[src/rtl/tile_map_ctrl.sv]
// tile_map_ctrl: owns the 20x15 map of tile numbers behind the VGA renderer.
// One registered tile lookup per pixel clock on the read side; the single
// write port is shared by a bulk-fill engine and two round-robin requesters.
module tile_map_ctrl #(
  parameter int COLS       = 20,
  parameter int ROWS       = 15,
  parameter int TW         = 4,
  parameter int TILE_SHIFT = 5,
  parameter int RESET_FILL = 1
) (
  input  logic          clk,
  input  logic          rst,
  input  logic          fill_start,
  input  logic [TW-1:0] fill_val,
  output logic          busy,
  output logic          fill_done,
  input  logic          req0_valid,
  input  logic [4:0]    req0_x,
  input  logic [3:0]    req0_y,
  input  logic [TW-1:0] req0_data,
  output logic          req0_ready,
  input  logic          req1_valid,
  input  logic [4:0]    req1_x,
  input  logic [3:0]    req1_y,
  input  logic [TW-1:0] req1_data,
  output logic          req1_ready,
  input  logic [9:0]    h_cnt,
  input  logic [9:0]    v_cnt,
  input  logic          valid,
  output logic [TW-1:0] pix_tile
);

  localparam int            DEPTH     = COLS * ROWS;
  localparam int            AW        = $clog2(DEPTH);
  localparam logic [AW-1:0] LAST_ADDR = AW'(DEPTH - 1);
  localparam logic [TW-1:0] RESET_VAL = TW'(RESET_FILL);

  typedef enum logic {
    ST_FILL = 1'b0,
    ST_IDLE = 1'b1
  } state_t;

  state_t        state_reg, state_next;
  logic [AW-1:0] fill_cnt_reg, fill_cnt_next;
  logic [TW-1:0] fill_val_reg, fill_val_next;
  logic          last_grant_reg, last_grant_next;
  logic          fill_done_reg, fill_done_next;
  logic          fill_last;

  // Requesters gathered into arrays so the per-port decode is written once
  logic          req_valid    [2];
  logic [4:0]    req_x        [2];
  logic [3:0]    req_y        [2];
  logic [TW-1:0] req_data     [2];
  logic          req_in_range [2];
  logic [AW-1:0] req_addr     [2];
  logic [1:0]    grant;

  // Shared write port
  logic          wr_en;
  logic [AW-1:0] wr_addr;
  logic [TW-1:0] wr_data;

  // Read path
  logic [9:0]    tx;
  logic [9:0]    ty;
  logic          rd_hit;
  logic [AW-1:0] rd_addr;
  logic [TW-1:0] pix_tile_reg;

  logic [TW-1:0] mem [DEPTH];

  assign req_valid[0] = req0_valid;
  assign req_valid[1] = req1_valid;
  assign req_x[0]     = req0_x;
  assign req_x[1]     = req1_x;
  assign req_y[0]     = req0_y;
  assign req_y[1]     = req1_y;
  assign req_data[0]  = req0_data;
  assign req_data[1]  = req1_data;

  generate
    for (genvar gi = 0; gi < 2; gi++) begin : g_req
      // A granted write outside the map is acknowledged but never reaches memory
      assign req_in_range[gi] = (req_x[gi] < 5'(COLS)) && (req_y[gi] < 4'(ROWS));
      assign req_addr[gi]     = AW'(req_y[gi]) * AW'(COLS) + AW'(req_x[gi]);
    end
  endgenerate

  assign fill_last  = (fill_cnt_reg == LAST_ADDR);
  assign req0_ready = grant[0];
  assign req1_ready = grant[1];
  assign fill_done  = fill_done_reg;
  assign pix_tile   = pix_tile_reg;

  // State register
  always_ff @(posedge clk) begin
    if (rst) begin
      state_reg <= ST_FILL;
    end else begin
      state_reg <= state_next;
    end
  end

  // Next-state logic: fill runs to the last address, a command restarts it
  always_comb begin
    state_next = state_reg;
    case (state_reg)
      ST_FILL: begin
        if (fill_last) begin
          state_next = ST_IDLE;
        end
      end
      ST_IDLE: begin
        if (fill_start) begin
          state_next = ST_FILL;
        end
      end
      default: state_next = ST_FILL;
    endcase
  end

  // Outputs: busy, round-robin grants and the write-port mux
  always_comb begin
    busy    = 1'b0;
    grant   = 2'b00;
    wr_en   = 1'b0;
    wr_addr = '0;
    wr_data = '0;
    if (rst) begin
      // Abort whatever is in flight: no grant, no write at this edge
      busy = 1'b1;
    end else begin
      case (state_reg)
        ST_FILL: begin
          busy    = 1'b1;
          wr_en   = 1'b1;
          wr_addr = fill_cnt_reg;
          wr_data = fill_val_reg;
        end
        ST_IDLE: begin
          // A fill command takes the cycle; requesters wait
          if (!fill_start) begin
            if (req_valid[0] && req_valid[1]) begin
              grant = last_grant_reg ? 2'b01 : 2'b10;
            end else if (req_valid[0]) begin
              grant = 2'b01;
            end else if (req_valid[1]) begin
              grant = 2'b10;
            end
            if (grant[0] && req_in_range[0]) begin
              wr_en   = 1'b1;
              wr_addr = req_addr[0];
              wr_data = req_data[0];
            end else if (grant[1] && req_in_range[1]) begin
              wr_en   = 1'b1;
              wr_addr = req_addr[1];
              wr_data = req_data[1];
            end
          end
        end
        default: busy = 1'b1;
      endcase
    end
  end

  // Datapath next values: fill address/value, last grant, done pulse
  always_comb begin
    fill_cnt_next   = fill_cnt_reg;
    fill_val_next   = fill_val_reg;
    last_grant_next = last_grant_reg;
    fill_done_next  = 1'b0;
    case (state_reg)
      ST_FILL: begin
        fill_cnt_next  = fill_last ? '0 : fill_cnt_reg + 1'b1;
        fill_done_next = fill_last;
      end
      ST_IDLE: begin
        if (fill_start) begin
          fill_cnt_next = '0;
          fill_val_next = fill_val;
        end else if (grant[0]) begin
          last_grant_next = 1'b0;
        end else if (grant[1]) begin
          last_grant_next = 1'b1;
        end
      end
      default: fill_cnt_next = '0;
    endcase
  end

  // Datapath registers; last_grant starts at 1 so req0 wins the first tie
  always_ff @(posedge clk) begin
    if (rst) begin
      fill_cnt_reg   <= '0;
      fill_val_reg   <= RESET_VAL;
      last_grant_reg <= 1'b1;
      fill_done_reg  <= 1'b0;
    end else begin
      fill_cnt_reg   <= fill_cnt_next;
      fill_val_reg   <= fill_val_next;
      last_grant_reg <= last_grant_next;
      fill_done_reg  <= fill_done_next;
    end
  end

  // Pixel to tile address; anything outside the visible map reads as tile 0
  assign tx      = h_cnt >> TILE_SHIFT;
  assign ty      = v_cnt >> TILE_SHIFT;
  assign rd_hit  = valid && (tx < 10'(COLS)) && (ty < 10'(ROWS));
  assign rd_addr = rd_hit ? (AW'(ty) * AW'(COLS) + AW'(tx)) : '0;

  // Map write port
  always_ff @(posedge clk) begin
    if (wr_en) begin
      mem[wr_addr] <= wr_data;
    end
  end

  // Registered read port; same-address write on the same edge returns old data
  always_ff @(posedge clk) begin
    if (rst) begin
      pix_tile_reg <= '0;
    end else begin
      pix_tile_reg <= rd_hit ? mem[rd_addr] : '0;
    end
  end

endmodule

[config.mk]
export PLATFORM = sky130hd
export DESIGN_NAME = tile_map_ctrl
export DESIGN_NICKNAME = d
export VERILOG_FILES = /design/src/rtl/tile_map_ctrl.sv
export SDC_FILE = /design/constraint.sdc
export NUM_CORES = 2
export LEC_CHECK = 0
export CAP_MARGIN = 20
export CORE_ASPECT_RATIO = 0.9
export CORE_MARGIN = 3
export CORE_UTILIZATION = 40
export DETAILED_ROUTE_END_ITERATION = 8
export GPL_TIMING_DRIVEN = 0
export SLEW_MARGIN = 0
export SYNTH_ARGS = -nofsm -noshare
export SYNTH_HDL_FRONTEND = slang
export SYNTH_SLANG_ARGS = --single-unit
[constraint.sdc]
create_clock -name clk -period 24.5 [get_ports clk]
set_input_delay 3.675 -clock clk [delete_from_list [all_inputs] [get_ports clk]]
set_output_delay 3.675 -clock clk [all_outputs]
set_load 0.01 [all_outputs]
==> results.ini <==
[timing]
finalSetupViolations = 0
final.min_clock_period_ns = 10.18
finalCritPeriodShare_pct = 41.5
fin_ws_ns = 14.32
rsz0062_at_grt = no
relSlewSlack_pct = 7.65
slew_viol_final = 0
finClkSkew_ns = 0.0424
holdWs_ns = 0.461
tns_ns = 0
finalHoldViolCount = 0
tightest_slew_ns = 1.39
fmaxAchievable_ghz = 0.0983

[route]
ant_nets = 0
drc_errors = 0
routedWlPerCell_um = 47.5
vias = 40100
dr.pass1.iters = 9
via_per_inst = 7.09
drt_wl_total_mm = 269
first_iter_violations = 8484

[setup_path]
path_class = in2reg
r2r_start = last_grant_reg
crit_start = v_cnt[5]
reg2reg_to = mem[138][2]
cp_slowest_cell = a2111oi_2
max_stage_delay_ns = 0.95
critPathArrivalTime_ns = 10.76
worst-path-buf-inv = 6
path_delay_family = buffers and inverters
cpMostUsedCell = buf_2
path_cells = clkdlybuf4s50_1, ha_1, buf_2, buf_2, buf_2, buf_2, buf_2, o221ai_1, a211oi_1, nor4_1, a2111oi_2
required_ns = 25.09
cp_num_cells = 11
worst_setup_path_start_kind = input port
endpoint = pix_tile[1]
r2r_cells = 11
rrSetupSlack_ns = 19.58
cp_max_fo = 11
endpoint_kind = flop

[job]
drv_cap = 0

[logic_synthesis]
ys.flop_type = edfxtp_1
async_flop_share_pct = 0
synthTopCellsByArea = edfxtp_1 70%, mux2i_1 4.8%, nor2_1 3.5%
ys_seq_area_share_pct = 71.1
synthesis.area_sq_mm = 0.0513
synth_top_cell_by_area = edfxtp_1
yosys_warnings = 0
synth_top_area_share_pct = 70.3
avgSynthCellArea_sq_um = 14.5
synth_seq_cells = 1220
netlist_instances = 3538
ys_types = 83
synth_edf_count = 1200
synth_most_common_cell = edfxtp_1
syn_nets = 3624
synth_common_cells = 1,200 x edfxtp_1, 484 x nor2_1, 246 x mux2i_1

[placement]
gp_congestion = 1.06
placed_area_sq_mm = 0.0562
numPortBuffers = 53
dp.cells = 5402
dp_slack_ns = 14.31
dp_hpwl_mm = 187

[power]
power_density_mw_per_mm2 = 77.9
clockPowerShare_pct = 41.5
leakage_nw = 21.2
p_comb_share_pct = 10.3
power_switching_mw = 1.24
sw_frac_of_total_pct = 26.4
internal_power_mw = 3.46
peakVddDrop_uv = 51.3
power_frac_seq_pct = 48.2

[clock_tree]
cts_root_buf = clkbuf_16
cts_buffers = 132
clk_pin_slew_ns = 0.06
clockBufferDepth = 3
postCtsSetupRepairBufs = 0
h-tree-depth = 4
cts_num_sinks = 1220
postCtsResizedCells = 0
ctsHoldBuffers = 0
clkLatencyLatePin_ns = 0.82
cts_tree = done

[cells_and_area]
synthToLayoutAreaGrowth_pct = 17.9
largest_reg_flops = 1200
drive_gt1_share_pct = 13.9
nets = 3941
stdcell_area_sq_mm = 0.0604
fillerInstances = 11000
instances_no_fill = 5663

[floorplanning]
floorplan.initialDensity_pct = 40.7
fp-row-count = 123
pin_count = 64
core-area_sq_mm = 0.126
die_area_sq_mm = 0.133
die_w_um = 383
chipHeight_um = 346

[grt]
grt_use_total_pct = 39.8
grt_pass1_vias = 36100
antenna_found_initial = 29
grt_pass1_wl_mm = 346
grt_overflow = 0
grt_start_max_net_pins = 37

[min_path]
hp-class = reg2reg

[run_status]
status = completed

## cell usage in the layout, fill, tap and decap left out, types with 53 or more instances in the layout
master,synthesis,routed
edfxtp_1,1200,1200
nor2_1,484,483
mux2i_1,246,246
a21oi_1,164,163
nand2_1,157,157
clkbuf_1,130,147
clkbuf_16,0,136
o22ai_1,113,113
buf_2,97,103
o21ai_0,105,100
o221ai_1,80,80
buf_8,0,62
nor3_1,54,53
clkdlybuf4s50_1,0,53
## kinds of logic after synthesis
kind of cell	synth area share [%]
AO/OA/AOI/OAI	10.7
XOR/XNOR	0.286
adder cells (fa/ha/maj)	0.820
buffers and inverters	2.32
flip-flops	71.1
multiplexers	7.07
AND/OR/NAND/NOR	7.79
## cell type report
type | count | area [sq um] | area share, %
buffer | 255 | 1160 | 1.92
clock inverter | 61 | 493 | 0.816
multi-input combinational | 2048 | 13700 | 22.7
timing repair buffer | 183 | 2840 | 4.69
clock buffer | 172 | 3570 | 5.90
sequential | 1220 | 36400 | 60.3
inverter | 15 | 56.3 | 0.0932
antenna | 22 | 55.1 | 0.0911
tap | 1687 | 2110 | 3.49
## stage by stage
step | total power, mW | util [%]
floorplan | 2.49 | -
global placement | 2.74 | 42.8
detailed placement | 2.75 | 44.6
CTS | 4.65 | 47.8
global route | 4.75 | 47.9
finish | 4.71 | 47.9
## worst register-to-register path, stage by stage, from the launching register on
cell	delay (ns)
dfxtp_1	0.36
a21boi_0	0.16
and3_1	0.24
clkbuf_1	0.27
a22oi_1	0.36
nor2_1	0.07
a21oi_1	0.29
nor2b_1	0.20
clkbuf_1	0.24
nand2_1	0.71
clkbuf_2	0.85
nor2_1	0.80
## power groups by stage
stage | Combinational [mW] | Clock (mW) | Sequential [mW]
finish | 0.484 | 1.95 | 2.27
global route | 0.460 | 2.02 | 2.27
CTS | 0.440 | 1.94 | 2.27
detailed placement | 0.439 | 0 | 2.31
global placement | 0.408 | 0 | 2.33
floorplan | 0.171 | 0 | 2.32
## per-layer routing
layer	global-route usage, %	routed length (um)	up-vias
met5	0.617	241	-
met4	26.2	22600	18
met2	51.6	103000	4182
met3	19.5	46500	1069
met1	51.9	96400	20200
li1	-	-	14700
## worst min-delay path by stage
stage / from / to / depth (start not counted)
after floorplan: fill_val_reg[0] / fill_val_reg[0] / 1
after global placement: fill_val_reg[0] / fill_val_reg[0] / 1
after detailed placement: fill_val_reg[0] / fill_val_reg[0] / 1
after CTS: fill_val_reg[2] / fill_val_reg[2] / 2
after global routing: fill_val_reg[2] / fill_val_reg[2] / 2
final: fill_val_reg[2] / fill_val_reg[2] / 2
Note: power is estimated with default switching activity, not from simulation.
